[src/rtl/demux_router.sv]
// 1-to-N registered demultiplexer with valid/ready flow control on every port.
// Each channel owns a one-entry holding register; broadcast writes all channels or none.
module demux_router #(
    parameter int DATA_W = 4,
    parameter int N_CH   = 4,
    parameter int SEL_W  = 2
) (
    input  logic                     inClock,
    input  logic                     inReset,
    input  logic [DATA_W-1:0]        inData,
    input  logic [SEL_W-1:0]         inSel,
    input  logic                     inBcast,
    input  logic                     inValid,
    output logic                     outReady,
    output logic [N_CH*DATA_W-1:0]   outData,
    output logic [N_CH-1:0]          outValid,
    input  logic [N_CH-1:0]          inReady,
    output logic                     outSelErr
);

    localparam logic [SEL_W:0] LP_NCH = (SEL_W+1)'(N_CH);

    logic [DATA_W-1:0] r_data [N_CH];
    logic [N_CH-1:0]   r_valid;
    logic              r_sel_err;

    logic [N_CH-1:0]   w_drain;
    logic [N_CH-1:0]   w_free;
    logic [N_CH-1:0]   w_uni_hit;
    logic [N_CH-1:0]   w_load;
    logic              w_sel_ok;
    logic              w_accept;

    assign w_drain  = r_valid & inReady;
    assign w_free   = ~r_valid | w_drain;
    assign w_sel_ok = ({1'b0, inSel} < LP_NCH);

    // One-hot of the addressed channel; all zero when inSel is out of range.
    always_comb begin
        w_uni_hit = '0;
        for (int k = 0; k < N_CH; k++) begin
            w_uni_hit[k] = ({1'b0, inSel} == (SEL_W+1)'(k));
        end
    end

    always_comb begin
        outReady = 1'b1;
        if (inBcast) begin
            outReady = &w_free;
        end else if (w_sel_ok) begin
            outReady = |(w_free & w_uni_hit);
        end
    end

    assign w_accept = inValid & outReady;
    assign w_load   = (inBcast ? {N_CH{1'b1}} : w_uni_hit) & {N_CH{w_accept}};

    // A load in the same cycle as a drain keeps the flag set: no bubble.
    always_ff @(posedge inClock or negedge inReset) begin
        if (!inReset) begin
            r_valid   <= '0;
            r_sel_err <= 1'b0;
            for (int k = 0; k < N_CH; k++) begin
                r_data[k] <= '0;
            end
        end else begin
            r_valid   <= w_load | (r_valid & ~w_drain);
            r_sel_err <= w_accept & ~inBcast & ~w_sel_ok;
            for (int k = 0; k < N_CH; k++) begin
                if (w_load[k]) begin
                    r_data[k] <= inData;
                end
            end
        end
    end

    always_comb begin
        outData = '0;
        for (int k = 0; k < N_CH; k++) begin
            outData[k*DATA_W +: DATA_W] = r_data[k];
        end
    end

    assign outValid  = r_valid;
    assign outSelErr = r_sel_err;

endmodule
[config.mk]
export PLATFORM = sky130hd
export DESIGN_NAME = demux_router
export DESIGN_NICKNAME = d
export VERILOG_FILES = /design/src/rtl/demux_router.sv
export SDC_FILE = /design/constraint.sdc
export NUM_CORES = 1
export LEC_CHECK = 0
export CORE_MARGIN = 10
export CORE_UTILIZATION = 38
export CTS_CLUSTER_DIAMETER = 120
export DETAILED_ROUTE_END_ITERATION = 16
export PLACE_DENSITY = 0.86
export SETUP_SLACK_MARGIN = 0.5
export SLEW_MARGIN = 20
export SYNTH_ARGS = -nofsm -noshare
export SYNTH_HDL_FRONTEND = slang
export SYNTH_SLANG_ARGS = --single-unit
[constraint.sdc]
create_clock -name inClock -period 1.46 [get_ports inClock]
set_input_delay 0.219 -clock inClock [delete_from_list [all_inputs] [get_ports inClock]]
set_output_delay 0.219 -clock inClock [all_outputs]
set_load 0.01 [all_outputs]
# After elaboration in Yosys (flattened, before gate mapping)
# Index checks and enable logic that the tools add are counted.
[word_totals]
reg_bits = 20
in_bits = 14
output_inout_bits = 22
wordCells = 22
[classes]
eq_ne = 3
mux = 2
bitwise_logic = 9
n_reduce_logical = 3
[op_table]
columns = ["operator", "n"]
rows = [
  ["4-bit bitwise AND", 4],
  ["4-bit inverter", 2],
  ["4-bit bitwise OR", 2],
  ["2-bit == test (second input constant)", 2],
  ["4-bit two-way mux", 1],
  ["4-bit AND reduction", 1],
  ["4-bit OR reduction", 1],
  ["2-bit by 1-bit == test with 1-bit output (second input constant)", 1],
  ["2-bit logical NOT", 1],
  ["1-bit bitwise AND", 1],
  ["1-bit two-way mux", 1],
]

# Longest topological paths before layout
[logic_depth]
ltp_word = 8
mapped_depth = 4
mapped_depth_nobuf = 4

# Worst setup path after synthesis
# OpenSTA, ideal clock, no wires.
[synth_timing]
kind = "reg2reg"
startpoint = "register r_valid[2] (netlist: outValid[2])"
endpoint = "register r_data (netlist bit outData[4])"
setup_time_ns = 0.125
t_arrival_ns = 1.507
t_required_ns = 1.335
setup_slack_ns = -0.172
stages_incl_launch_ff = 5
path_buffers = 0
period_less_slack_ns = 1.632
path_cell_list = "dfrtp_1 nor2b_1 nor4_4 a21bo_2 mux2_2"
[synth_via]
elab_chain_len = 7
word_cells_on_any_way = 9
classes_between = "mux (1); bitwise (6); reduce/logical (2)"
[synth_rtl]
columns = ["item", "line", "rtl"]
rows = [
  ["from (decl)", "24", "logic [N_CH-1:0] r_valid;"],
  ["from (signal assigned)", "67", "r_valid <= w_load | (r_valid & ~w_drain);"],
  ["4-bit bitwise AND / 4-bit inverter (equally long branches)", "34, 35", ""],
  ["4-bit bitwise OR *", "35", "assign w_free = ~r_valid | w_drain;"],
  ["4-bit bitwise AND", "51", "outReady = |(w_free & w_uni_hit);"],
  ["4-bit OR reduction", "51", ""],
  ["1-bit two-way mux *", "48", "if (inBcast) begin"],
  ["1-bit bitwise AND *", "55", "assign w_accept = inValid & outReady;"],
  ["4-bit bitwise AND *", "56", "assign w_load = (inBcast ? {N_CH{1'b1}} : w_uni_hit) & {N_CH{w_accept}};"],
  ["to (signal, indexed assignment)", "71", "r_data[k] <= inData;"],
  ["to (decl)", "23", "logic [DATA_W-1:0] r_data [N_CH];"],
]
# Every way passes the cells marked *; elsewhere a longest branch is shown, timed or not.
# A chain may end at the register's enable or synchronous reset.

# Worst setup path after layout
[layout_timing]
startpoint = "register r_valid[1] (netlist: outValid[1])"
endpoint = "register r_data (netlist bit outData[15])"
# Same word-level chain as after synthesis.

==> run metrics <==
outcome=finished with violations; violated checks=setup timing; post-DR vias/cell=roughly 5; reg-to-reg critical path endpoint=outData[15]; Combinational Power Share=0.456; Die Y=slightly below 70 um; Worst-Skew Late Latency=around 0.28 ns; layout cell share with drive strength beyond 1=0.6111; Highest Clock Rate=about 0.61 GHz; Mapped Cells=~70; DRC=0; worst slack, placed=-0.6856 ns; CTS tree=built; P_int=1357 uW; Clk pwr share=0.123; Final Routed Wirelength=2.511 mm; Hold Crit Class=in2async; count leader, synth=dfrtp_1; post-synthesis sequential area ratio=0.5548; crit path DAT=about 1.8 ns; CTS Buf Count=3; ranking of synthesized cells by area=dfrtp_1 (55%), mux2_2 (20%), nor2b_1 (2.8%); first-pass GRT wire length=3.788 mm; ys flop type=dfrtp_1; syn_nets=a little over 80; pin count of the biggest net entering global routing=21; origin of the worst setup path=outValid[1]; Setup-failing EPs final=17; CTS Hold Bufs=0; share of the synthesized area in the top cell type=0.5548; pwr/cell area=approximately 1300 mW/mm^2; P_sw=slightly below 600 uW; DIE AREA=about 0.0047 mm^2; clk_skew=between 0.0015 and 0.002 ns; critical-path maximum fanout=4; gr ovfl total=0; met2 WL=around 1.2 mm; Reg power frac=0.421; Worst-path clk slew=about 0.10 ns; Pleak=about 0.00073 uW; chip width=68.73 um; ANT nets after route=0; critical path class=reg2reg; Final HPWL DP=roughly 1.9 mm; Clock Tree Root=clkbuf_4; Max VDD drop=about 1000 uV; placed cell area=between 0.001 and 0.0015 mm^2; vias in the first global route=between 800 and 900; crit end category=flop; crit start category=flop; Layout area overhead=70.04%; top sig layer=met4; final period utilization=1.131; flop-to-flop setup slack=-0.19 ns; switching share of power=0.3009; Starting Density=0.4039; synth warn=0; IO Port Bufs=34; distinct cell type count after synthesis=25; Seq cells post-synth=20; Final #Nets=between 100 and 150; ys async rst share=1.000; core area=between 0.002 and 0.0025 mm^2; n_diodes=0; number of synthesized flops with an enable pin=0; CP Data Required Time=approximately 1.6 ns; drt first pass iters=2; synthesized cell area=roughly 900 um^2; DR vias=between 700 and 800; io pins=36; Final Hold Viols=0; FF-to-FF Start=outValid[1]; htree depth=1; max-cap viol count=0; maximum clock insertion buffer count=2; Min Clock Period, post-route=1.651 ns; Util after Layout=0.6868; synth cell count leaders=dfrtp_1 (20), mux2_2 (16), nor2b_1 (4); initial antenna violation count=0; gr usage total=0.1050; Final Slew Violations=0; area leader, netlist=dfrtp_1; Final Instance Area=about 0.0015 mm^2; Num Clock Sinks=20; gp weighted congestion=0.8855; RSZ-0062 raised after global routing=yes; Synth Area per Inst=13.27 um^2; Final WS setup=-0.1911 ns; M1 WL=940 um; worst reg2reg path depth=7; wire per inst=between 15 and 20 um; row count=17; routed wl met3=around 320 um; DRT iter0 DRCs=10
-- registers in the layout, summed over array words and instances (netlist names) --
name	cells
outValid	4
outData	16
-- worst max-delay path, cell delays in order (launching register included) --
cell	delay [ns]
dfrtp_1	0.41
buf_4	0.15
nand2b_4	0.06
a41oi_2	0.13
buf_4	0.18
nor3_4	0.17
buf_6	0.15
mux2_4	0.30
-- cells by family after synthesis --
kind of cell / Yosys count / share of synthesized area
compound gates: 8 / 0.06936
simple gates: 21 / 0.1595
mux: 16 / 0.1997
other cells: 1 / 0.004157
flops: 20 / 0.5548
buf+inv: 2 / 0.01248
-- cell type report --
class / count / area, um^2
clock buffer: 3 / 22.52
fill: 171 / 699.4
inverter: 1 / 3.754
multi-input combinational: 46 / 496.7
sequential: 20 / 500.5
tap: 28 / 35.03
timing repair buffer: 56 / 475.5
-- worst max path at each step --
| stage | to | slack [ns] | cells past startpoint |
|---|---|---|---|
| 6_report | outData[15] | -0.19 | 7 |
| 4_1_cts | outReady | -0.24 | 5 |
| 5_1_grt | outData[15] | -0.26 | 7 |
| 2_1_floorplan | outData[4] | -0.10 | 4 |
| 3_3_place_gp | outReady | -0.55 | 6 |
| 3_5_place_dp | outReady | -0.69 | 6 |
-- metrics by stage --
step / std cells / total power [uW] / TNS (ns) / hold slack, ns
detailed placement: 143 / 1651 / -8.822 / 0.4958
finish: 154 / 1941 / -2.682 / 0.2571
global route: 154 / 2063 / -3.848 / 0.2758
global placement: 143 / 1630 / -8.075 / 0.4881
floorplan: 68 / 1131 / -0.5349 / -0.07659
CTS: 148 / 1814 / -2.295 / 0.2539
-- per-layer routing --
| metal | vias up | GRT usage |
|---|---|---|
| li1 | 358 | - |
| met1 | 363 | 0.1014 |
| met2 | 28 | 0.1901 |
| met3 | 2 | 0.05636 |
| met4 | 0 | 0.02956 |
| met5 | - | 0 |
-- layout by cell type, fill, tap and decap left out, drive strengths merged --
cell type	synthesis	layout
o21ai	1	1
nand3b	1	1
nand2	3	3
a21bo	1	1
inv	1	1
a41oi	1	1
a211oi	1	1
dlygate4sd2	0	6
nor2b	4	4
clkdlybuf4s50	0	7
buf	1	43
nor2	2	2
o22ai	1	1
and3b	1	1
nand3	1	1
conb	1	1
dfrtp	20	20
nand2b	4	4
nor3b	2	2
clkbuf	0	3
a21oi	2	2
o21bai	1	1
mux2	16	16
nor3	2	2
nor4	1	1
-- what timing repair did --
action                                  4_1_cts  5_1_grt
setup buffers                                 2        6
pin swaps                                     3        7
endpoints found under the hold margin         0        0
resized for setup                           109       12
endpoints found under the setup margin       41       41
-- power by group through the flow --
stage | clock network, uW | logic [uW] | registers (uW)
finish | 239 | 885 | 817
detailed placement | 0 | 838 | 813
floorplan | 0 | 242 | 889
global route | 275 | 949 | 840
global placement | 0 | 828 | 803
CTS | 252 | 755 | 808
(Power assumes the default switching activity.)
